### src/rtl/bus_master_seq.sv
// Bus initiator: host commands queue in a small FIFO and are issued one at a time on the master port.
// Define BUS_MASTER_SEQ_TIMEOUT_EN to build the grant-timeout abort (wait counter + rsp_err).
module bus_master_seq #(
  parameter int DEPTH       = 4,
  parameter int TIMEOUT_CYC = 16
) (
  input  logic        clk,
  input  logic        reset,
  input  logic        cmd_valid,
  output logic        cmd_ready,
  input  logic        cmd_wr,
  input  logic [7:0]  cmd_addr,
  input  logic [31:0] cmd_wdata,
  output logic        rsp_valid,
  output logic [31:0] rsp_rdata,
  output logic        rsp_err,
  output logic        busy,
  output logic        M_req,
  output logic        M_wr,
  output logic [7:0]  M_addr,
  output logic [31:0] M_dout,
  input  logic        M_grant,
  input  logic [31:0] M_din
);

  localparam int PTR_W = $clog2(DEPTH);
  localparam int CNT_W = PTR_W + 1;

  if (DEPTH < 2 || DEPTH > 16 || (DEPTH & (DEPTH - 1)) != 0) begin : g_bad_depth
    $error("bus_master_seq: DEPTH must be a power of two in 2..16");
  end
  if (TIMEOUT_CYC < 1 || TIMEOUT_CYC > 255) begin : g_bad_timeout
    $error("bus_master_seq: TIMEOUT_CYC must be in 1..255");
  end

  typedef struct packed {
    logic        wr;
    logic [7:0]  addr;
    logic [31:0] wdata;
  } cmd_t;

  typedef enum logic [1:0] {
    IDLE = 2'd0,
    REQ  = 2'd1,
    RD   = 2'd2,
    RSP  = 2'd3
  } state_t;

  state_t state, state_next;

  // ---------------------------------------------------------------------------
  // Command FIFO
  // ---------------------------------------------------------------------------
  cmd_t             fifo_mem [DEPTH];
  logic [PTR_W-1:0] wr_ptr, rd_ptr;
  logic [CNT_W-1:0] count;
  logic             push, pop, fifo_empty;

  assign fifo_empty = (count == '0);
  // Ready depends only on the registered count, so a full FIFO refuses a push
  // even in the cycle it pops.
  assign cmd_ready  = (count != CNT_W'(DEPTH));
  assign push       = cmd_valid && cmd_ready;
  assign pop        = (state == IDLE) && !fifo_empty;

  always_ff @(posedge clk) begin
    if (reset) begin
      wr_ptr <= '0;
      rd_ptr <= '0;
      count  <= '0;
    end else begin
      // NOTE: sequential state uses non-blocking assignments so every register
      // samples pre-edge values regardless of statement order.
      if (push) wr_ptr <= wr_ptr + 1'b1;
      if (pop)  rd_ptr <= rd_ptr + 1'b1;
      case ({push, pop})
        2'b10:   count <= count + 1'b1;
        2'b01:   count <= count - 1'b1;
        default: count <= count;
      endcase
    end
  end

  // NOTE: the storage array has no reset; the pointers and count define which
  // entries are valid, and leaving it unreset lets it map to plain RAM/flops.
  always_ff @(posedge clk) begin
    if (push) fifo_mem[wr_ptr] <= '{wr: cmd_wr, addr: cmd_addr, wdata: cmd_wdata};
  end

  // ---------------------------------------------------------------------------
  // Grant timeout
  // ---------------------------------------------------------------------------
  logic timeout_hit;

`ifdef BUS_MASTER_SEQ_TIMEOUT_EN
  logic [7:0] wait_cnt;
  logic       err_q;

  // Abort on the ungranted cycle that brings the counter to TIMEOUT_CYC.
  assign timeout_hit = (state == REQ) && !M_grant && (wait_cnt == 8'(TIMEOUT_CYC - 1));

  always_ff @(posedge clk) begin
    if (reset) begin
      wait_cnt <= '0;
      err_q    <= 1'b0;
    end else begin
      if (pop) begin
        wait_cnt <= '0;
        err_q    <= 1'b0;
      end else begin
        if (state == REQ && !M_grant && wait_cnt != 8'(TIMEOUT_CYC))
          wait_cnt <= wait_cnt + 8'd1;
        if (timeout_hit)
          err_q <= 1'b1;
      end
    end
  end

  assign rsp_err = err_q;
`else
  assign timeout_hit = 1'b0;
  assign rsp_err     = 1'b0;
`endif

  // ---------------------------------------------------------------------------
  // Working registers and read-data capture
  // ---------------------------------------------------------------------------
  cmd_t        work;
  logic [31:0] rdata_q;

  always_ff @(posedge clk) begin
    if (reset) begin
      work    <= '0;
      rdata_q <= '0;
    end else begin
      if (pop) begin
        work    <= fifo_mem[rd_ptr];
        rdata_q <= '0;
      end else if (state == RD) begin
        rdata_q <= M_din;
      end
    end
  end

  assign rsp_rdata = rdata_q;
  assign busy      = !fifo_empty || (state != IDLE);

  // ---------------------------------------------------------------------------
  // Sequencer FSM
  // ---------------------------------------------------------------------------
  always_ff @(posedge clk) begin
    if (reset) state <= IDLE;
    else       state <= state_next;
  end

  always_comb begin
    // NOTE: default first so every path assigns state_next and no latch is inferred.
    state_next = state;
    case (state)
      IDLE: if (!fifo_empty) state_next = REQ;
      REQ: begin
        if (M_grant)          state_next = work.wr ? RSP : RD;
        else if (timeout_hit) state_next = RSP;
      end
      RD:      state_next = RSP;
      RSP:     state_next = IDLE;
      default: state_next = IDLE;
    endcase
  end

  always_comb begin
    M_req     = 1'b0;
    M_wr      = 1'b0;
    M_addr    = '0;
    M_dout    = '0;
    rsp_valid = 1'b0;
    case (state)
      REQ: begin
        M_req  = 1'b1;
        M_wr   = work.wr;
        M_addr = work.addr;
        M_dout = work.wdata;
      end
      RSP:     rsp_valid = 1'b1;
      default: ;
    endcase
  end

endmodule

### config.mk
export PLATFORM = sky130hd
export DESIGN_NAME = bus_master_seq
export DESIGN_NICKNAME = d
export VERILOG_FILES = /design/src/rtl/bus_master_seq.sv
export SDC_FILE = /design/constraint.sdc
export NUM_CORES = 1
export LEC_CHECK = 0
export CORE_ASPECT_RATIO = 2
export CORE_UTILIZATION = 45
export CTS_BUF_LIST = sky130_fd_sc_hd__clkbuf_2 sky130_fd_sc_hd__clkbuf_4 sky130_fd_sc_hd__clkbuf_8
export DETAILED_ROUTE_END_ITERATION = 10
export GPL_TIMING_DRIVEN = 0
export PLACE_DENSITY = 0.69
export REMOVE_ABC_BUFFERS = 1
export SETUP_SLACK_MARGIN = 0.5
export SLEW_MARGIN = 20
export SYNTH_ARGS = -nofsm -noshare
export SYNTH_HDL_FRONTEND = slang
export SYNTH_SLANG_ARGS = --single-unit
### constraint.sdc
create_clock -name clk -period 6.3 [get_ports clk]
set_input_delay 1.26 -clock clk [delete_from_list [all_inputs] [get_ports clk]]
set_output_delay 1.26 -clock clk [all_outputs]
set_load 0.03 [all_outputs]
==> results.cfg, run 1 <==
[yosys]
synthCells = 526
synth_top_cell_by_area = edfxtp_1
netlist_top_cells_area = edfxtp_1 54%, dfxtp_1 18%, mux4_2 10%, a22o_1 3.9%, mux2i_1 3.5%
ys_seq_area_share_pct = 71.5
synth_area_sq_mm = 0.00918
synthDistinctLibCells = 36
ys_ff_latch = 246
synth_most_common_cell = edfxtp_1
synth_flop_cell = edfxtp_1
synth_area_per_cell_sq_um = 17.5
async_flop_share_pct = 0
synthTopCellsByCount = 164 x edfxtp_1, 82 x dfxtp_1, 41 x a22o_1, 41 x and2_1, 41 x mux4_2
synth_edf_count = 164
synth_top_area_share_pct = 53.6
synth-warning-count = 0

[route]
finalWirelength_um = 18700
first_iter_violations = 157
ant_nets = 0
via_per_inst = 5.20
firstDrtPassIters = 4
vias = 5058
drc = 0
wire_per_inst_um = 19.2

[clocking]
cts_root_buf = clkbuf_8
cts-buffers-inserted = 34
clkSinkCount = 246
postCtsSetupRepairBufs = 0
htreeDepth = 2
hold_buffers = 0
path_clk_slew_ns = 0.06
tritoncts = built
clockBufferDepth = 3
worstSkewPairLatency_ns = 0.52
cts_resized = 0

[global_route]
grtUsageTotal_pct = 18.5
grt_pass1_vias = 5472
antenna_found_initial = 0
grt_max_degree = 43
overflow = 0
grt_pass1_wl_um = 28600

[floorplan]
die_w_um = 103
coreArea_sq_mm = 0.0199
row_count = 73
fp.dieH_um = 204
die_area_sq_mm = 0.0210
io_pins = 155
start_util_pct = 46.1

[sta]
skew_ns = 0.0170
fin_tns_setup_ns = 0
fin_crit_ns = 3.80
tightest_slew_ns = 0.702
drv_slew = 0
period_share_pct = 60.4
setup_viol = 0
layout_setup_ws_ns = 2.50
rsz0062_at_grt = no
hold_viol_final = 0
relSlewSlack_pct = 53.2
fmax_mhz = 263

[setup_path]
cp_slowest_cell = clkdlybuf4s50_1
crit_path_start_kind = flop
crit_path_end_kind = output port
cp_cell_sequence = inv_1 -> ha_2 -> buf_16 -> and2_1 -> clkdlybuf4s50_1
path_max_fanout = 26
cp_top_family = buffers and inverters
required_ns = 5.04
worstPathArrival_ns = 2.54
worst-path-stages = 5
crit_path_max_incr_delay_ns = 0.69
worstSetupPathType = reg -> out
r2r_cells = 8
path_buf_inv = 3

[place]
gp_congestion = 0.706
port_buffers = 153
pre_cts_slack_ns = 2.87
place_hpwl_um = 11500

[cells_and_area]
diodes = 0
layout-drive-gt1-share_pct = 16.6
final_util_pct = 59.0
area_delta_synth_final_pct = 27.9
num-nets-final = 774

[flow_run]
cap_violations = 0

[power_and_ir_drop]
ir_drop_uv = 197
power_density_mw_per_mm2 = 399
leakage_nw = 3.95
p_total_mw = 4.69

[hold_path]
min_path_type = reg -> reg
hold_path_depth = 1

[run_status]
outcome = finished clean
[metal layers]
metal	track usage, %	vias up	share of wire [%]
met5	0	-	0
met4	8.10	0	3.2
met3	3.42	43	5.3
met2	34.7	166	56
met1	19.3	2525	36
li1	-	2324	-
[power breakdown]
group	total (mW)	switching (mW)	internal, mW
Sequential	2.17	0.160	2.01
Combinational	1.21	0.637	0.571
Clock	1.31	0.577	0.737
Total	4.69	1.37	3.31
[through the flow]
stage               std cells  hold WS [ns]  area (sq um)
floorplan                 492         0.441          8980
detailed placement        912         0.455         11000
global route              973         0.486         11700
global placement          907         0.454         10800
finish                    973         0.470         11700
CTS                       973         0.476         11700
[cells in the final DEF, fill, tap and decap left out, types with 2 or more instances in the layout]
cell type,count
clkinv_2,6
a21o_1,3
bufinv_16,3
dfxtp_1,80
mux4_2,41
ha_1,8
nand3_1,3
and3_4,4
nor2_1,37
a22o_1,41
inv_1,8
a21oi_1,4
clkbuf_4,7
buf_12,3
nor2_4,2
xor2_1,3
clkbuf_8,39
clkdlybuf4s50_1,153
edfxtp_1,164
and2_1,41
ha_2,2
clkinv_1,3
dfxtp_4,2
mux2i_1,32
clkinvlp_4,2
buf_16,2
[logic make-up (layout without fill, tap and decap cells)]
kind of cell | after synthesis | count (layout) | synth area share, %
mux | 73 | 73 | 13.5
flops | 246 | 246 | 71.5
simple gates | 95 | 95 | 5.48
buf+inv | 42 | 227 | 2.55
other cells | 1 | 1 | 0.0408
xor+xnor | 4 | 4 | 0.382
fa+ha+maj | 11 | 11 | 1.58
compound gates | 54 | 54 | 4.92
[registers in the layout, indices dropped and copies added, names as in the netlist]
register and flops:
fifo_mem 164, wr_ptr 2, rd_ptr 2, work 41, state 2, rsp_rdata 32, count 3
[final timing paths]
check | startpoint | slack [ns] | to
worst max-delay path | state[1] | 2.50 | M_dout[4]
worst max register to register | count[2] | 3.90 | count[2]
worst min-delay path | work[40] | 0.47 | work[40]
worst min register to register | work[40] | 0.47 | work[40]
[cell type report]
type	instances	area (sq um)
flip-flops and latches	246	6570
repair buffers	158	1650
clock inverters	15	155
well taps	262	328
fillers	1613	8170
clock buffers	46	589
multi-input cells	238	2420
inverters	8	30.0
No activity file was read; power rests on OpenSTA's default activity.
==> inputs of run 2 (changes only) <==
Clock period 6.3 ns to 4 ns, I/O delays scaled along.
==> results of run 2 <==
The final DEF is identical to that of run 1. Status: finished clean.
Among the figures that moved: setup slack after placement 2.87 ns -> 1.03 ns; setup slack after layout 2.50 ns -> 0.656 ns; register-to-register setup slack 3.90 ns -> 1.60 ns; total power 4.69 mW -> 7.38 mW; worst IR drop on VDD 197 uV -> 310 uV
==> inputs of run 3 (changes only) <==
Clock period 4 ns to 3.2 ns, I/O delays scaled along.
==> run 3 against run 2 <==
Largest power group unchanged. First-iteration DRC count is 1.3% lower. Design area is 0.30% lower. Clock skew is 0.0012 ns lower.
==> results.cfg, run 3 (synthesis gave the netlist of run 1 again) <==
[run_status]
outcome = finished clean

[route]
wire_per_inst_um = 19.4
firstDrtPassIters = 4
finalWirelength_um = 18900
via_per_inst = 5.18
drc = 0
first_iter_violations = 155
vias = 5052
ant_nets = 0

[clocking]
tritoncts = built
path_clk_slew_ns = 0.06
clockBufferDepth = 3
clkSinkCount = 246
worstSkewPairLatency_ns = 0.52
cts_root_buf = clkbuf_8
htreeDepth = 2
cts-buffers-inserted = 34

[sta]
layout_setup_ws_ns = 0.583
holdWs_ns = 0.472
fin_tns_setup_ns = 0
hold_viol_final = 0
rsz0062_at_grt = yes
drv_slew = 0
tightest_slew_ns = 0.701
fin_crit_ns = 2.62
relSlewSlack_pct = 53.3
fmax_mhz = 382
skew_ns = 0.0158
setup_viol = 0
period_share_pct = 81.8

[cells_and_area]
largest_reg_flops = 164
area_delta_synth_final_pct = 27.5
regMostFlops = fifo_mem
final_util_pct = 58.8
fin_area_sq_mm = 0.0117
layout_common_cells = 164 x edfxtp_1, 109 x clkdlybuf4s50_1, 79 x dfxtp_1
multiInputGateArea_sq_mm = 0.00243
seq_area_sq_mm = 0.00658
layout-drive-gt1-share_pct = 20.9
layout_commonest_cell = edfxtp_1
diodes = 0
fillers = 1622
num-nets-final = 776
fin_cells = 975

[flow_run]
cap_violations = 0

[setup_path]
required_ns = 2.56
worstPathArrival_ns = 1.98
crit_path_start_kind = flop
crit_path_end_kind = output port
worstSetupPathType = reg -> out
path_max_fanout = 5

[global_route]
grt_pass1_vias = 5492
antenna_found_initial = 0
overflow = 0
grt_max_degree = 43
grtUsageMet1_pct = 19.6
busiest_layer = met2
gr-usage-met2_pct = 35.4
use_met3_pct = 3.56
grt_pass1_wl_um = 28900
grtUsageTotal_pct = 18.8

[place]
placed_area_sq_mm = 0.0110
place_hpwl_um = 11500
gp_congestion = 0.706
dp_cells = 912
pre_cts_slack_ns = 0.394
port_buffers = 153

[power_and_ir_drop]
p_total_mw = 9.22
leakage_nw = 4.08
clockPowerShare_pct = 28.1
power.net_switching_mw = 2.73
p_int_mw = 6.50
ir_drop_uv = 392
power_density_mw_per_mm2 = 788
seqPwrFrac_pct = 46.3
pwr-share-comb_pct = 25.6
power.share.switching_pct = 29.6

[floorplan]
die_w_um = 103
coreArea_sq_mm = 0.0199
io_pins = 155
start_util_pct = 46.1
die_area_sq_mm = 0.0210
fp.dieH_um = 204
row_count = 73

[hold_path]
min_path_type = reg -> reg
==> run 3: cell types whose count changed in the layout (fill, tap and decap cells not counted), sizes merged <==
cell | before | now
clkdlybuf4s50 | 153 | 109
dlygate4sd2 | 0 | 17
clkbuf | 46 | 60
clkdlybuf4s15 | 0 | 10
buf | 5 | 8
clkdlybuf4s18 | 0 | 1
dlymetal6s2s | 0 | 1
==> run 3: worst paths after layout <==
path	startpoint	end	cells past startpoint	slack, ns
worst max register to register	state[0]	count[2]	10	0.81
worst max-delay path	state[0]	busy	4	0.58
worst min-delay path	work[40]	work[40]	1	0.47
worst min register to register	work[40]	work[40]	1	0.47
==> run 3: timing repair <==
action                                  4_1_cts  5_1_grt
hold buffers                                  0        0
buffers inserted                              2        0
pin swaps                                     0        0
cloned                                        0        0
gates resized for setup                      85       19
endpoints found under the setup margin       44       17
==> run 3: power groups by stage <==
stage	Sequential (mW)	Clock, mW	Combinational [mW]
floorplan	4.39	0	1.36
global placement	4.37	0	2.24
detailed placement	4.33	0	2.41
CTS	4.28	2.67	2.42
global route	4.33	2.80	2.55
finish	4.27	2.59	2.36
==> run 3: routing by layer <==
| metal | routed length (um) | vias up |
|---|---|---|
| li1 | - | 2330 |
| met4 | 604 | 0 |
| met2 | 10500 | 151 |
| met1 | 6780 | 2527 |
| met5 | 0 | - |
| met3 | 951 | 44 |
==> run 3: layout make-up <==
| type | instances | area share, % |
|---|---|---|
| inverter | 8 | 0.257 |
| sequential | 246 | 56.2 |
| timing repair buffer | 160 | 13.6 |
| tap | 262 | 2.80 |
| clock buffer | 46 | 5.03 |
| multi-input combinational | 238 | 20.8 |
| clock inverter | 15 | 1.33 |
==> run 3: worst max-delay path: stages, from the launching register on <==
cell and delay (ns):
dfxtp_1 0.36, inv_1 0.16, ha_1 0.23, or4b_4 0.52
buf_2 0.21
